### src/rtl/coefficient_loader_if.sv
// ----------------------------------------------------------------------------
// coefficient_loader_if
// Bundles the host stream, the control/status lines and the coefficient-file
// write port of the coefficient loader.
//   start     host -> loader  load request
//   ksize     host -> loader  kernel size code (0=3x3, 1=5x5, 2/3=7x7)
//   in_valid  host -> loader  coefficient valid
//   in_data   host -> loader  coefficient, raster order
//   in_ready  loader -> host  coefficient accepted this cycle
//   wr_en     loader -> file  shift-write strobe
//   wr_data   loader -> file  shift-write data
//   busy      loader -> host  load in progress
//   done      loader -> host  one-cycle completion pulse
// ----------------------------------------------------------------------------
interface coefficient_loader_if #(
    parameter int COFCNT_BIT = 16
);
    logic                  start;
    logic [1:0]            ksize;
    logic                  in_valid;
    logic [COFCNT_BIT-1:0] in_data;
    logic                  in_ready;
    logic                  wr_en;
    logic [COFCNT_BIT-1:0] wr_data;
    logic                  busy;
    logic                  done;

    modport master (
        output start, ksize, in_valid, in_data,
        input  in_ready, wr_en, wr_data, busy, done
    );

    modport slave (
        input  start, ksize, in_valid, in_data,
        output in_ready, wr_en, wr_data, busy, done
    );
endinterface

### src/rtl/coefficient_loader.sv
// ----------------------------------------------------------------------------
// coefficient_loader
// Write-side sequencer for the MASK_WIDTH x MASK_WIDTH coefficient shift file.
// Walks every file position in raster order, taking a host coefficient for
// positions inside the centred KxK kernel and writing zero elsewhere, so one
// load always issues exactly MASK_WIDTH^2 shift writes and fully overwrites
// the file.
// Ports:
//   clk    rising-edge clock
//   reset  asynchronous active-low reset
//   bus    coefficient_loader_if.slave (host stream, status, file write port)
// ----------------------------------------------------------------------------
module coefficient_loader #(
    parameter int COFCNT_BIT = 16,
    parameter int MASK_WIDTH = 7
) (
    input  logic                   clk,
    input  logic                   reset,
    coefficient_loader_if.slave    bus
);

    localparam int POS_W = $clog2(MASK_WIDTH);
    localparam logic [POS_W-1:0] LAST_POS = POS_W'(MASK_WIDTH - 1);

    typedef enum logic [1:0] {
        ST_IDLE  = 2'd0,
        ST_LOAD  = 2'd1,
        ST_FLUSH = 2'd2,
        ST_DONE  = 2'd3
    } state_t;

    state_t                state_q;
    logic [1:0]            ksize_q;
    logic [POS_W-1:0]      row_q;
    logic [POS_W-1:0]      col_q;
    logic                  in_ready_q;
    logic                  wr_en_q;
    logic [COFCNT_BIT-1:0] wr_data_q;
    logic                  busy_q;
    logic                  done_q;

    logic                  inside_s;
    logic                  step_s;
    logic                  last_s;
    logic [POS_W-1:0]      row_d;
    logic [POS_W-1:0]      col_d;

    // True when (r, c) lies in the centred kernel selected by ks; codes 2 and
    // 3 both select the full mask so every position is inside.
    function automatic logic inside_f(input logic [POS_W-1:0] r,
                                      input logic [POS_W-1:0] c,
                                      input logic [1:0]       ks);
        logic [POS_W-1:0] lo;
        logic [POS_W-1:0] hi;
        case (ks)
            2'd0:    lo = POS_W'((MASK_WIDTH - 3) / 2);
            2'd1:    lo = POS_W'((MASK_WIDTH - 5) / 2);
            default: lo = POS_W'((MASK_WIDTH - 7) / 2);
        endcase
        hi = LAST_POS - lo;
        return (r >= lo) && (r <= hi) && (c >= lo) && (c <= hi);
    endfunction

    // Current-position decode and next raster position (col-first).
    always_comb begin
        inside_s = inside_f(row_q, col_q, ksize_q);
        // Outside positions advance every cycle; inside ones only on a fire.
        step_s   = (state_q == ST_LOAD) && (inside_s ? bus.in_valid : 1'b1);
        last_s   = (row_q == LAST_POS) && (col_q == LAST_POS);
        if (col_q == LAST_POS) begin
            col_d = '0;
            row_d = row_q + POS_W'(1'b1);
        end else begin
            col_d = col_q + POS_W'(1'b1);
            row_d = row_q;
        end
    end

    // Sequencer state, position counters and all registered outputs.
    always_ff @(posedge clk or negedge reset) begin
        if (!reset) begin
            state_q    <= ST_IDLE;
            ksize_q    <= 2'd0;
            row_q      <= '0;
            col_q      <= '0;
            in_ready_q <= 1'b0;
            wr_en_q    <= 1'b0;
            wr_data_q  <= '0;
            busy_q     <= 1'b0;
            done_q     <= 1'b0;
        end else begin
            case (state_q)
                ST_IDLE: begin
                    wr_en_q   <= 1'b0;
                    wr_data_q <= '0;
                    done_q    <= 1'b0;
                    if (bus.start) begin
                        state_q    <= ST_LOAD;
                        ksize_q    <= bus.ksize;
                        row_q      <= '0;
                        col_q      <= '0;
                        busy_q     <= 1'b1;
                        // in_ready is registered, so it is pre-decoded for
                        // the position the next cycle will present.
                        in_ready_q <= inside_f('0, '0, bus.ksize);
                    end else begin
                        busy_q     <= 1'b0;
                        in_ready_q <= 1'b0;
                    end
                end
                ST_LOAD: begin
                    if (step_s) begin
                        wr_en_q   <= 1'b1;
                        wr_data_q <= inside_s ? bus.in_data : '0;
                        if (last_s) begin
                            state_q    <= ST_FLUSH;
                            row_q      <= '0;
                            col_q      <= '0;
                            in_ready_q <= 1'b0;
                        end else begin
                            row_q      <= row_d;
                            col_q      <= col_d;
                            in_ready_q <= inside_f(row_d, col_d, ksize_q);
                        end
                    end else begin
                        // Stall: hold position and in_ready, issue no write.
                        wr_en_q   <= 1'b0;
                        wr_data_q <= '0;
                    end
                end
                ST_FLUSH: begin
                    // The final write is on the bus this cycle; the file has
                    // taken it by the time done is seen.
                    state_q   <= ST_DONE;
                    wr_en_q   <= 1'b0;
                    wr_data_q <= '0;
                    done_q    <= 1'b1;
                end
                ST_DONE: begin
                    state_q <= ST_IDLE;
                    done_q  <= 1'b0;
                    busy_q  <= 1'b0;
                end
                default: begin
                    state_q    <= ST_IDLE;
                    in_ready_q <= 1'b0;
                    wr_en_q    <= 1'b0;
                    wr_data_q  <= '0;
                    busy_q     <= 1'b0;
                    done_q     <= 1'b0;
                end
            endcase
        end
    end

    assign bus.in_ready = in_ready_q;
    assign bus.wr_en    = wr_en_q;
    assign bus.wr_data  = wr_data_q;
    assign bus.busy     = busy_q;
    assign bus.done     = done_q;

endmodule

### src/flat_wrapper.sv
// flat-port wrapper written by rule: the top's interface ports become plain ports
module coefficient_loader_flat 
#(
    parameter int COFCNT_BIT = 16,
    parameter int MASK_WIDTH = 7
)
  (clk, reset, bus_start, bus_ksize, bus_in_valid, bus_in_data, bus_in_ready, bus_wr_en, bus_wr_data, bus_busy, bus_done);
  coefficient_loader_if #(.COFCNT_BIT(COFCNT_BIT)) bus_i ();
  input  logic clk;
  input  logic reset;
  input wire logic [$bits(bus_i.start)-1:0] bus_start;
  input wire logic [$bits(bus_i.ksize)-1:0] bus_ksize;
  input wire logic [$bits(bus_i.in_valid)-1:0] bus_in_valid;
  input wire logic [$bits(bus_i.in_data)-1:0] bus_in_data;
  output wire logic [$bits(bus_i.in_ready)-1:0] bus_in_ready;
  output wire logic [$bits(bus_i.wr_en)-1:0] bus_wr_en;
  output wire logic [$bits(bus_i.wr_data)-1:0] bus_wr_data;
  output wire logic [$bits(bus_i.busy)-1:0] bus_busy;
  output wire logic [$bits(bus_i.done)-1:0] bus_done;
  assign bus_i.start = bus_start;
  assign bus_i.ksize = bus_ksize;
  assign bus_i.in_valid = bus_in_valid;
  assign bus_i.in_data = bus_in_data;
  assign bus_in_ready = bus_i.in_ready;
  assign bus_wr_en = bus_i.wr_en;
  assign bus_wr_data = bus_i.wr_data;
  assign bus_busy = bus_i.busy;
  assign bus_done = bus_i.done;
  coefficient_loader #(.COFCNT_BIT(COFCNT_BIT), .MASK_WIDTH(MASK_WIDTH)) u_core (.clk(clk), .reset(reset), .bus(bus_i));
endmodule
### config.mk
export PLATFORM = sky130hd
export DESIGN_NAME = coefficient_loader_flat
export DESIGN_NICKNAME = d
export VERILOG_FILES = /design/src/rtl/coefficient_loader_if.sv /design/src/rtl/coefficient_loader.sv /design/src/flat_wrapper.sv
export SDC_FILE = /design/constraint.sdc
export NUM_CORES = 1
export LEC_CHECK = 0
export ABC_AREA = 1
export ABC_CLOCK_PERIOD_IN_PS = 2000
export BUFFER_PORTS_ARGS = -buffer_cell sky130_fd_sc_hd__buf_2
export CAP_MARGIN = 30
export CORE_ASPECT_RATIO = 2
export CORE_MARGIN = 2
export CORE_UTILIZATION = 48
export DETAILED_ROUTE_END_ITERATION = 10
export PLACE_DENSITY = 0.74
export SYNTH_ARGS = -nofsm -noshare
export SYNTH_HDL_FRONTEND = slang
export SYNTH_SLANG_ARGS = --single-unit
### constraint.sdc
create_clock -name clk -period 2 [get_ports clk]
set_input_delay 0.3 -clock clk [delete_from_list [all_inputs] [get_ports clk]]
set_output_delay 0.3 -clock clk [all_outputs]
set_load 0.03 [all_outputs]
== Word level (Yosys, flattened, before mapping) ==
Cells that the tools add are included.

* Register bits: 30
* Input bits: 22
* Output and inout port bits: 20
* Word-level logic and storage cells: 91

* Add/subtract/negate cells: 5
* $lt $le $gt $ge: 10
* Equality and inequality tests: 10
* Mux-type cells: 33
* Reduce and logical (&&, ||, !) cells: 24

{| class="wikitable"
|+ Operators by type and width
! kind !! count
|-
| $mux 3 || 12
|-
| $mux 16 || 2
|-
| $pmux 16 s2 || 1
|-
| $le 3x3->1 || 4
|-
| $pmux 3 s2 || 2
|-
| $logic_and 1x1->1 || 11
|-
| $pmux 1 s2 || 4
|-
| $pmux 2 s2 || 2
|-
| $pmux 2 s4 || 1
|-
| $reduce_bool 2->1 || 4
|-
| $add 3x1->3 const B || 2
|-
| $eq 2x1->1 const B || 3
|-
| $eq 3x3->1 const B || 2
|-
| $ge 3x2->1 || 2
|-
| $ge 3x3->1 || 2
|-
| $logic_not 2->1 || 3
|-
| $mux 1 || 6
|-
| $mux 2 || 3
|-
| $reduce_and 3->1 || 2
|-
| $sub 3x3->3 const A || 2
|-
| $eq 2x2->1 const B || 2
|-
| $ne 2x1->1 const B || 2
|-
| $reduce_and 2->1 || 2
|-
| $reduce_or 2->1 || 2
|-
| 4 further kinds || 4
|}

== Depth between registers and ports, before layout ==
Gate-level depths: netlist of run 1.

* Word-level depth: 19
* Mapped depth: 14
* Mapped depth without buffers: 14

== Least setup slack after synthesis of run 1 ==
No wires, ideal clock.

* Path kind: register -> register
* From: register u_core.row_q[0]
* To: register u_core.in_ready_q (netlist: u_core.bus.in_ready)
* Library setup time: 0.117 ns
* Data arrival time: 1.758 ns
* Data required time: 1.883 ns
* Path slack: 0.126 ns
* Stages on the path, launching flop included: 14
* Path buffers: 0
* Clock period less this slack: 1.874 ns
* Cells stage by stage: dfrtp_1 inv_2 ha_1 or2_2 o21ai_0 ha_1 nand2_1 nand2_1 nand2_1 nor2_1 nand2_1 nand2_1 nand2_1 nand2_1

* Longest elaborated chain between the ends: 9
* Elaborated cells on any way between the ends: 21
* Those cells by class: 1 x add/sub; 4 x order compare; 2 x eq/ne; 5 x mux; 9 x reduce/logical

{| class="wikitable"
|+ RTL lines
! element !! RTL line !! text
|-
| from (decl) || coefficient_loader.sv:34 || <nowiki>logic [POS_W-1:0] row_q;</nowiki>
|-
| from (signal assigned) || coefficient_loader.sv:121 || <nowiki>row_q <= row_d;</nowiki>
|-
| $add 3x1->3 || coefficient_loader.sv:72 || <nowiki>row_d = row_q + POS_W'(1'b1);</nowiki>
|-
| $mux 3 || coefficient_loader.sv:70 || <nowiki>if (col_q == LAST_POS) begin</nowiki>
|-
| $ge 3x3->1 or $le 3x3->1 (tied branches) || coefficient_loader.sv:61 || <nowiki>return (r >= lo) && (r <= hi) && (c >= lo) && (c <= hi);</nowiki>
|-
| $logic_and 1x1->1 (3 in a row) || coefficient_loader.sv:61 ||
|-
| $mux 1 || coefficient_loader.sv:115 || <nowiki>if (last_s) begin</nowiki>
|-
| $mux 1 || coefficient_loader.sv:112 || <nowiki>if (step_s) begin</nowiki>
|-
| $pmux 1 s2 || coefficient_loader.sv:92 || <nowiki>case (state_q)</nowiki>
|-
| to (signal assigned) || coefficient_loader.sv:105 || <nowiki>in_ready_q <= inside_f('0, '0, bus.ksize);</nowiki>
|-
| to (signal assigned) || coefficient_loader.sv:123 || <nowiki>in_ready_q <= inside_f(row_d, col_d, ksize_q);</nowiki>
|-
| to (decl) || coefficient_loader.sv:36 || <nowiki>logic in_ready_q;</nowiki>
|}

Parallel ways exist; a longest one is shown, timed or not. The select of a mux whose other input is x is not followed.
A chain may end at the register's enable or synchronous reset.

== Final worst setup path of run 1 ==
* From: register u_core.ksize_q[1]
* To: register u_core.wr_data_q[11] (netlist: u_core.bus.wr_data[11])

* Longest elaborated chain between the ends: 11
* Elaborated cells on any way between the ends: 16
* Those cells by class: 1 x add/sub; 4 x order compare; 1 x eq/ne; 5 x mux; 5 x reduce/logical

{| class="wikitable"
|+ RTL lines
! element !! RTL line !! text
|-
| from (decl) || coefficient_loader.sv:33 || <nowiki>logic [1:0] ksize_q;</nowiki>
|-
| from (signal assigned) || coefficient_loader.sv:99 || <nowiki>ksize_q <= bus.ksize;</nowiki>
|-
| $eq 2x1->1 or $logic_not 2->1 (tied branches) || coefficient_loader.sv:55 || <nowiki>case (ks)</nowiki>
|-
| $pmux 2 s2 (*) || coefficient_loader.sv:55 ||
|-
| $sub 3x2->3 || coefficient_loader.sv:60 || <nowiki>hi = LAST_POS - lo;</nowiki>
|-
| $le 3x3->1 || coefficient_loader.sv:61 ||
|-
| $logic_and 1x1->1 (2 in a row) || coefficient_loader.sv:61 ||
|-
| $logic_and 1x1->1 (*) || coefficient_loader.sv:61 ||
|-
| $mux 1 || coefficient_loader.sv:68 || <nowiki>step_s = (state_q == ST_LOAD) && (inside_s ? bus.in_valid : 1'b1);</nowiki>
|-
| $logic_and 1x1->1 || coefficient_loader.sv:68 ||
|-
| $mux 16 (*) || coefficient_loader.sv:112 ||
|-
| $pmux 16 s2 (*) || coefficient_loader.sv:92 ||
|-
| to (signal assigned) || coefficient_loader.sv:114 || <nowiki>wr_data_q <= inside_s ? bus.in_data : '0;</nowiki>
|-
| to (decl) || coefficient_loader.sv:38 || <nowiki>logic [COFCNT_BIT-1:0] wr_data_q;</nowiki>
|}

Mark *: on every way between the ends. The rest lies on a longest branch, timed or not.

==> flow_summary.ini, run 1 <==
[status]
status = completed

[pwr]
sw_frac_of_total = 0.472
intPower_mw = 1.73
p_seq_frac = 0.273
p_leak_nw = 1.29
power_density_nw_per_um2 = 1430
pwr-share-clk = 0.153
netSwitchingPower_mw = 1.54
pwr-share-comb = 0.575
irDropWorstVdd_mv = 0.989
power_mw = 3.27

[routing]
first_pass_iters = 4
ant_nets = 0
post_drt_wl_per_cell_um = 12.7
vias = 1758
viasPerCell = 5.08
drt_iter0_markers = 16
remaining_drc_errors = 0
wl_mm = 4.38

[timing]
slew_headroom = 0.569
finClkSkew_ns = 0.00733
finalHoldWorstSlack_ns = 0.0368
rsz0062_at_grt = false
fin_tns_setup_ns = 0
worstMarginPinSlew_ns = 0.647
period_minus_slack_ns = 1.85
setup_viol = 0
fin_ws_ns = 0.152
hold_viol = 0
drv_slew = 0
timing.fmax_mhz = 541
period_share = 0.924

[logic_synthesis]
synth_cells = 241
synth_area_leader_cell = dfrtp_1
synth_nets = 278
synthDistinctLibCells = 25
synth_area_leaders = dfrtp_1 (41%), nand2_1 (20%), ha_1 (10%)
synth-seq-cells = 30
synth_top_cell_area_share = 0.409
ys_warn_count = 0
mappedNetlistArea_um2 = 1840
yosysSeqAreaShare = 0.409
syn_avg_cell_area_um2 = 7.62

[setup_path]
reg2reg_depth = 12
worstSetupStartpointType = flip-flop
cp.arrival_ns = 2.05
crit_fanout = 16
critPathKind = reg -> reg
crit-reg2reg-capture = u_core.bus.wr_data[11]$_DFFE_PN0P_
worst_setup_path_end_kind = flip-flop
ff2ff_setup_slack_ns = 0.15
rr_startpoint = u_core.ksize_q[1]$_DFFE_PN0P_
required_ns = 2.21

[finish]
n_antenna_cell = 0
areaGrowthSynthToFinish_pct = 24.9
design_area_um2 = 2290
drive_gt1_frac = 0.293
fin_cells = 346
nNetsFinal = 333
fin_util = 0.629
multi_input_area_um2 = 982
fillCellCount = 372
regArea_um2 = 751

[placement]
portBuffers = 41
dpl.hpwl_mm = 3.51
placed_cell_area_um2 = 2190
dp_slack_ns = 0.0572
dp_cells = 338
globalplace.congestion = 0.910

[floorplan]
die_h_um = 91.5
initial_utilization = 0.503
io_pins = 42
num_rows = 31
core-area_um2 = 3650
die_area_um2 = 4360
die_w_um = 47.7

[global_routing]
grt_pass1_wl_mm = 7.47
track_usage = 0.236
grt.overflow.total = 0
antenna_found_initial = 0
grt_pass1_vias = 1766
grt_start_max_net_pins = 31

[cts]
numCtsBuffers = 5
post_cts_buffers = 0
insertion_delay_ns = 0.28
cts_resized = 0
cts_root_buf = clkbuf_8
clkTransAtPathRegs_ns = 0.07
cts.path.max_buffers = 2
h-tree-depth = 2
ctsHoldBuffers = 0
cts_tree = done
cts.sinks = 30

[job]
maxCapViolCount = 0

[worst_hold_path]
hold_class = in -> async
## logic make-up after synthesis
logic type	synth area share
adders and majority gates	0.102
AOI/OAI and AO/OA	0.0948
DFF	0.409
buffers and inverters	0.0634
and+or+nand+nor	0.331
## power groups by stage
stage | clock network (mW) | logic [mW] | registers (mW)
after global routing | 0.535 | 2.10 | 0.917
after floorplan | 0 | 1.10 | 1.09
after global placement | 0 | 1.83 | 0.898
after detailed placement | 0 | 1.87 | 0.900
after CTS | 0.511 | 1.88 | 0.892
final | 0.500 | 1.88 | 0.891
## worst max-delay path: stages (launching register included)
cell	delay [ns]
dfrtp_1	0.39
inv_2	0.06
nand2_2	0.08
ha_1	0.28
nand2_1	0.05
nand2_1	0.05
nand2_1	0.07
nor2_2	0.16
buf_4	0.14
and2_1	0.16
buf_12	0.15
nand2_1	0.06
o21ai_1	0.13
## final cells by class
| type | count | share of cell area |
|---|---|---|
| clock buffer | 7 | 0.0377 |
| clock inverter | 1 | 0.00218 |
| inverter | 21 | 0.0344 |
| multi-input combinational | 184 | 0.428 |
| sequential | 30 | 0.328 |
| tap | 49 | 0.0267 |
| timing repair buffer | 54 | 0.143 |
## worst max-delay path by stage
| stage | start | endpoint | slack (ns) | cells after the start |
|---|---|---|---|---|
| after floorplan | u_core.row_q[0]$_DFFE_PN0P_ | u_core.bus.in_ready$_DFFE_PN0P_ | 0.13 | 13 |
| after global placement | u_core.row_q[0]$_DFFE_PN0P_ | u_core.bus.in_ready$_DFFE_PN0P_ | 0.12 | 13 |
| after detailed placement | u_core.row_q[0]$_DFFE_PN0P_ | u_core.bus.in_ready$_DFFE_PN0P_ | 0.06 | 13 |
| after CTS | u_core.row_q[0]$_DFFE_PN0P_ | u_core.bus.in_ready$_DFFE_PN0P_ | 0.05 | 13 |
| after global routing | u_core.ksize_q[1]$_DFFE_PN0P_ | u_core.row_q[1]$_DFFE_PN0P_ | 0.006 | 11 |
| final | u_core.ksize_q[1]$_DFFE_PN0P_ | u_core.bus.wr_data[11]$_DFFE_PN0P_ | 0.15 | 12 |
## synth_stat cells
master and instances:
nand3_2 1, dfrtp_1 30, inv_1 17, nand3_1 12, inv_2 4, o21ai_2 9
nor2_1 9, nand4_1 8, nand2_2 3, nand4_2 1, or2_2 2, nor2_2 2
clkbuf_1 2, buf_4 2, nand2_1 99, buf_6 1, or2_1 1, buf_1 1
nor3_1 1, and2_1 1, ha_1 15, nand3b_1 1, o21ai_1 8, a21oi_1 8
o21ai_0 3
## cells in the final DEF (no fill, tap or decap)
master / synthesis / layout
and2_1: 1 / 1
or2_1: 1 / 1
a21oi_1: 8 / 7
inv_1: 17 / 17
inv_2: 4 / 4
nand3b_1: 1 / 1
dfrtp_1: 30 / 30
buf_2: 0 / 41
o21ai_0: 3 / 1
nand3_2: 1 / 1
nand3_1: 12 / 12
nand4_2: 1 / 1
a21oi_2: 0 / 1
nand2_2: 3 / 4
nor2_1: 9 / 9
clkbuf_1: 2 / 1
nand2_1: 99 / 98
nand4_1: 8 / 8
or2_2: 2 / 2
o21ai_2: 9 / 11
o21ai_1: 8 / 8
ha_1: 15 / 15
buf_12: 0 / 2
clkbuf_8: 0 / 6
nor3_1: 1 / 1
clkinv_2: 0 / 1
nor2_2: 2 / 2
buf_4: 2 / 11
## state kept, by name (all words and copies together), names as in the netlist
signal / cells
u_core.bus.done: 1
u_core.bus.wr_data: 16
u_core.bus.wr_en: 1
u_core.ksize_q: 2
u_core.bus.busy: 1
u_core.state_q: 2
u_core.row_q: 3
u_core.col_q: 3
u_core.bus.in_ready: 1
## routing by layer
| metal | GRT usage | up-vias | part of all wire | routed length (um) |
|---|---|---|---|---|
| met2 | 0.423 | 46 | 0.59 | 2600 |
| li1 | - | 881 | - | - |
| met5 | 0 | - | 0 | 0 |
| met3 | 0.0318 | 13 | 0.025 | 110 |
| met4 | 0.146 | 0 | 0.044 | 191 |
| met1 | 0.223 | 818 | 0.34 | 1480 |
(Power assumes the default switching activity.)
==> run 2: changes to the inputs <==
--- a/config.mk
+++ b/config.mk
@@ -5,15 +5,14 @@
 export SDC_FILE = /design/constraint.sdc
 export NUM_CORES = 1
 export LEC_CHECK = 0
-export ABC_AREA = 1
 export ABC_CLOCK_PERIOD_IN_PS = 2000
 export BUFFER_PORTS_ARGS = -buffer_cell sky130_fd_sc_hd__buf_2
 export CAP_MARGIN = 30
 export CORE_ASPECT_RATIO = 2
 export CORE_MARGIN = 2
-export CORE_UTILIZATION = 48
+export CORE_UTILIZATION = 49
 export DETAILED_ROUTE_END_ITERATION = 10
-export PLACE_DENSITY = 0.74
+export PLACE_DENSITY = 0.75
 export SYNTH_ARGS = -nofsm -noshare
 export SYNTH_HDL_FRONTEND = slang
 export SYNTH_SLANG_ARGS = --single-unit
==> flow_summary.ini, run 2 <==
[status]
status = complete, but fails checks
violations = negative setup slack

[placement]
portBuffers = 41
globalplace.congestion = 0.936
dpl.hpwl_mm = 3.96
dp_slack_ns = -0.283

[setup_path]
cp.arrival_ns = 2.42
worstSetupStartpointType = flip-flop
worst_setup_path_end_kind = flip-flop
critPathKind = reg -> reg
crit_fanout = 8
critPathMaxStageDelay_ns = 0.45
crit_top_cell = buf_4
required_ns = 2.22
cp_slowest_cell = dfrtp_2
cp_cell_sequence = inv_1 > ha_1 > nand2_1 > o21ai_1 > o22a_1 > buf_4 > nor4b_4 > buf_4 > clkbuf_16 > a22o_2

[worst_hold_path]
hold_class = in -> async

[finish]
multi_input_area_um2 = 1170
areaGrowthSynthToFinish_pct = 43.7
fillCellCount = 254
n_antenna_cell = 0
layout_commonest_cell = buf_4
final_cell_mix = buf_4 (46), buf_2 (41), dfrtp_1 (27)
largest_reg_flops = 16
nNetsFinal = 302
regArea_um2 = 754
drive_gt1_frac = 0.526

[cts]
h-tree-depth = 2
cts_root_buf = clkbuf_8
cts.sinks = 30
clkTransAtPathRegs_ns = 0.07
numCtsBuffers = 5
cts_tree = done
insertion_delay_ns = 0.29
cts.path.max_buffers = 2

[floorplan]
num_rows = 32
die_h_um = 92.4
core-area_um2 = 3800
die_area_um2 = 4450
die_w_um = 48.2
initial_utilization = 0.503
io_pins = 42

[timing]
fin_ws_ns = -0.196
hold_viol = 0
period_minus_slack_ns = 2.20
setup_viol = 25
drv_slew = 0
worstMarginPinSlew_ns = 0.666
slew_headroom = 0.556
timing.fmax_mhz = 455
finClkSkew_ns = 0.0117
period_share = 1.10
rsz0062_at_grt = true

[pwr]
p_leak_nw = 1.38
power_mw = 4.38
power_density_nw_per_um2 = 1590
irDropWorstVdd_mv = 1.18

[logic_synthesis]
ys_warn_count = 0
syn_avg_cell_area_um2 = 10.7
synthTopCellsByCount = dfrtp_1 (30), ha_1 (15), a22o_2 (10), nand2_1 (10), inv_1 (8)
mappedNetlistArea_um2 = 1910
synthDistinctLibCells = 56
synth_area_leader_cell = dfrtp_1
synth_most_common_cell = dfrtp_1
synth_cells = 178
ys.flop_type = dfrtp_1
synth_nets = 215
synth-async-reset-ratio = 1.00
yosysSeqAreaShare = 0.392
synth_top_cell_area_share = 0.392
synth-seq-cells = 30
synth_area_leaders = dfrtp_1 (39%), ha_1 (9.8%), a22o_2 (5.2%)
synth-edff-count = 0

[routing]
post_drt_wl_per_cell_um = 18.8
remaining_drc_errors = 0
drt_iter0_markers = 50
vias = 1770
viasPerCell = 5.58
first_pass_iters = 6
ant_nets = 0
wl_mm = 5.96

[job]
maxCapViolCount = 0

[global_routing]
use_met1 = 0.289
grt.busiest_layer = met2
grt_pass1_vias = 1864
antenna_found_initial = 0
track_usage = 0.280
grt_start_max_net_pins = 31
grt_pass1_wl_mm = 8.77
grtUsageMet2 = 0.495
grt.overflow.total = 0
grtUsageMet3 = 0.0273
==> run 2: cell types whose count changed in the layout (fill, tap and decap cells not counted), sizes merged, moves of 4 or more <==
cell,delta
a22o,+16
buf,+36
inv,-13
mux2,+4
nand2,-91
nand2b,+5
nand3,-12
nand4,-9
nor2,-9
nor2b,+5
o21ai,-11
o2bb2ai,+4
==> run 2: path summary, 6_finish.rpt <==
check / endpoint / slack (ns) / depth (start not counted) / start
min in group clk: u_core.bus.wr_data[2]$_DFFE_PN0P_ / 0.22 / 2 / bus_in_data[2]
hold / removal: u_core.row_q[2]$_DFFE_PN0P_ / 0.04 / 1 / reset
setup reg to reg: u_core.bus.wr_data[4]$_DFFE_PN0P_ / -0.20 / 10 / u_core.ksize_q[1]$_DFFE_PN0P_
max in group asynchronous: u_core.ksize_q[1]$_DFFE_PN0P_ / 1.49 / 1 / reset
hold reg to reg: u_core.bus.wr_en$_DFFE_PN0P_ / 0.48 / 2 / u_core.bus.wr_en$_DFFE_PN0P_
setup / recovery: u_core.bus.wr_data[4]$_DFFE_PN0P_ / -0.20 / 10 / u_core.ksize_q[1]$_DFFE_PN0P_
==> run 2: layout make-up <==
cell class                 count  share of cell area
multi-input combinational    129               0.427
clock inverter                 3              0.0146
timing repair buffer          91               0.225
inverter                       8              0.0109
clock buffer                   5              0.0250
sequential                    30               0.274
tap                           51              0.0232
==> run 2: metal layers <==
| layer | wire [um] | vias to the layer above |
|---|---|---|
| met3 | 174 | 21 |
| met2 | 3490 | 62 |
| met1 | 1990 | 852 |
| li1 | - | 835 |
| met4 | 304 | 0 |
| met5 | 0 | - |
==> run 2: kinds of logic (layout without fill, tap and decap cells) <==
family / after synthesis / in the layout / synth area share
buf+inv: 19 / 107 / 0.0504
simple gates: 47 / 47 / 0.165
compound gates: 57 / 57 / 0.241
xor+xnor: 3 / 3 / 0.0137
flops: 30 / 30 / 0.392
mux: 7 / 7 / 0.0392
fa+ha+maj: 15 / 15 / 0.0981
==> run 2: power by group <==
part | switching (mW) | internal [mW] | leakage, nW
registers | 0.109 | 0.749 | 0.399
clock network | 0.243 | 0.366 | 0.0579
logic | 1.49 | 1.43 | 0.919
==> run 2: critical path, delay by kind of cell (launching register included) <==
family          cells  cell delay (ns)
fa+ha+maj           1             0.31
buf+inv             4             0.65
compound gates      3             0.43
simple gates        2             0.29
flops               1             0.45
==> run 2: metrics by stage <==
step	TNS (ns)	cells	utilization	cell area, um2	hold WS (ns)
after global routing	-6.70	317	0.723	2750	0.0921
after CTS	-0.788	313	0.691	2630	0.0485
after floorplan	-0.447	178	-	1920	0.00441
final	-3.82	317	0.723	2750	0.0361
after detailed placement	-4.97	298	0.635	2410	0.365
after global placement	-3.77	298	0.635	2410	0.354
==> run 2: timing repair <==
action / CTS / global route
gates resized for setup: 12 / 14
pin swaps: 9 / 8
setup buffers: 7 / 3
endpoints found under the hold margin: 0 / 0
hold buffers: 0 / 0
setup endpoints to repair: 26 / 26
cloned: 0 / 1
==> run 3: changes to the inputs <==
--- a/config.mk
+++ b/config.mk
@@ -13,6 +13,7 @@
 export CORE_UTILIZATION = 49
 export DETAILED_ROUTE_END_ITERATION = 10
 export PLACE_DENSITY = 0.75
+export REMOVE_ABC_BUFFERS = 1
 export SYNTH_ARGS = -nofsm -noshare
 export SYNTH_HDL_FRONTEND = slang
 export SYNTH_SLANG_ARGS = --single-unit
==> flow_summary.ini, run 3 (synthesis results as in run 2) <==
[routing]
vias = 1749
viasPerCell = 5.70
remaining_drc_errors = 0
ant_nets = 0
wl_mm = 5.56
post_drt_wl_per_cell_um = 18.1
drt_iter0_markers = 38
first_pass_iters = 4

[setup_path]
path_delay_family = compound AO/OA/AOI/OAI gates
crit-reg2reg-capture = u_core.state_q[1]$_DFFE_PN0P_
critPathBufInv = 2
crit_top_cell = buf_4
cp_slowest_cell = dfrtp_1
required_ns = 2.16
cp.arrival_ns = 2.31
crit_fanout = 5
worst_setup_path_end_kind = flip-flop
rr_startpoint = u_core.ksize_q[0]$_DFFE_PN0P_
ff2ff_setup_slack_ns = -0.15
cp_cell_sequence = or2_4 > ha_4 > a21oi_2 > o22a_2 > buf_4 > buf_4 > o211ai_4 > mux2_4
critPathMaxStageDelay_ns = 0.39
reg2reg_depth = 8
worstSetupStartpointType = flip-flop
critPathKind = reg -> reg

[timing]
timing.fmax_mhz = 466
drv_slew = 0
hold_viol = 0
worstMarginPinSlew_ns = 0.652
fin_ws_ns = -0.147
period_minus_slack_ns = 2.15
setup_viol = 24
rsz0062_at_grt = true
slew_headroom = 0.566
finalHoldWorstSlack_ns = 0.0417
period_share = 1.07
finClkSkew_ns = 0.00977

[cts]
numCtsBuffers = 5
cts_root_buf = clkbuf_8
cts.sinks = 30
insertion_delay_ns = 0.28
cts_tree = done
cts.path.max_buffers = 2
clkTransAtPathRegs_ns = 0.07
h-tree-depth = 2

[finish]
areaGrowthSynthToFinish_pct = 43.4
drive_gt1_frac = 0.523
design_area_um2 = 2740
final_cell_mix = buf_2 (41), buf_4 (34), dfrtp_1 (29)
largest_reg_flops = 16
n_antenna_cell = 0
layout_commonest_cell = buf_2
fin_util = 0.721
nNetsFinal = 293

[global_routing]
grt_start_max_net_pins = 31
track_usage = 0.269
grt_pass1_wl_mm = 8.52
grt_pass1_vias = 1857
antenna_found_initial = 0
grt.overflow.total = 0

[floorplan]
num_rows = 32
die_area_um2 = 4450
die_h_um = 92.4
die_w_um = 48.2
io_pins = 42
core-area_um2 = 3800
initial_utilization = 0.503

[worst_hold_path]
hold_class = in -> async

[pwr]
power_density_nw_per_um2 = 1600
p_leak_nw = 1.34
irDropWorstVdd_mv = 0.976

[job]
maxCapViolCount = 0

[status]
status = complete, but fails checks
violations = negative setup slack

[placement]
dpl.hpwl_mm = 3.80
portBuffers = 41
globalplace.congestion = 0.880
placed_cell_area_um2 = 2380
run 3: cell types whose count changed in the layout (fill, tap and decap cells not counted), moves of 2 or more:
cell     change
o21ai_2      -2
dfrtp_1      +2
ha_1         -2
dfrtp_2      -2
buf_4       -12
ha_4         +2
buf_6        +3
run 3: cell type report:
type | instances | area, um2
Multi-Input combinational cell | 129 | 1260
Clock buffer | 5 | 68.8
Tap cell | 51 | 63.8
Inverter | 8 | 30.0
Fill cell | 276 | 1060
Timing Repair Buffer | 82 | 562
Sequential cell | 30 | 752
Clock inverter | 2 | 10.0
run 3: metrics by stage:
| step | cells | setup slack (ns) | power, mW | TNS (ns) |
|---|---|---|---|---|
| after global placement | 291 | -0.149 | 3.06 | -3.29 |
| after detailed placement | 291 | -0.196 | 3.13 | -4.28 |
| after floorplan | 167 | -0.321 | 2.12 | -5.80 |
| final | 307 | -0.147 | 4.38 | -2.07 |
| after global routing | 307 | -0.211 | 4.63 | -3.92 |
| after CTS | 307 | -0.122 | 4.10 | -2.15 |
run 3: what timing repair did:
item	in CTS	in global routing
hold buffers	0	0
cloned	1	0
buffers inserted	8	1
gates resized for setup	27	17
pin swaps	13	13
setup endpoints to repair	26	26
run 3: layer usage:
metal	routed length, um	part of all wire	GRT usage	vias up
met3	165	0.030	0.0273	19
met4	198	0.036	0.140	0
met1	1950	0.35	0.276	861
met2	3240	0.58	0.480	49
met5	0	0	0	-
li1	-	-	-	820
run 3: power by group:
| part | internal, mW | switching (mW) | total [mW] |
|---|---|---|---|
| clock network | 0.233 | 0.227 | 0.460 |
| registers | 0.745 | 0.109 | 0.854 |
| logic | 1.52 | 1.55 | 3.07 |
| total | 2.50 | 1.88 | 4.38 |
run 3: worst max path at each step:
stage,endpoint,cells after the start,start
after floorplan,u_core.bus.wr_data[0]$_DFFE_PN0P_,6,u_core.ksize_q[1]$_DFFE_PN0P_
after global placement,u_core.row_q[0]$_DFFE_PN0P_,7,u_core.ksize_q[0]$_DFFE_PN0P_
after detailed placement,u_core.bus.wr_data[13]$_DFFE_PN0P_,8,u_core.ksize_q[0]$_DFFE_PN0P_
after CTS,u_core.bus.wr_data[12]$_DFFE_PN0P_,8,u_core.ksize_q[1]$_DFFE_PN0P_
after global routing,u_core.bus.wr_data[12]$_DFFE_PN0P_,8,u_core.ksize_q[0]$_DFFE_PN0P_
final,u_core.state_q[1]$_DFFE_PN0P_,8,u_core.ksize_q[0]$_DFFE_PN0P_
run 3: worst register-to-register path, delay by kind of cell, from the launching register on:
kind	cells	cell delay, ns
simple gates	1	0.28
buf+inv	2	0.29
compound gates	3	0.48
mux	1	0.32
fa+ha+maj	1	0.26
flops	1	0.39
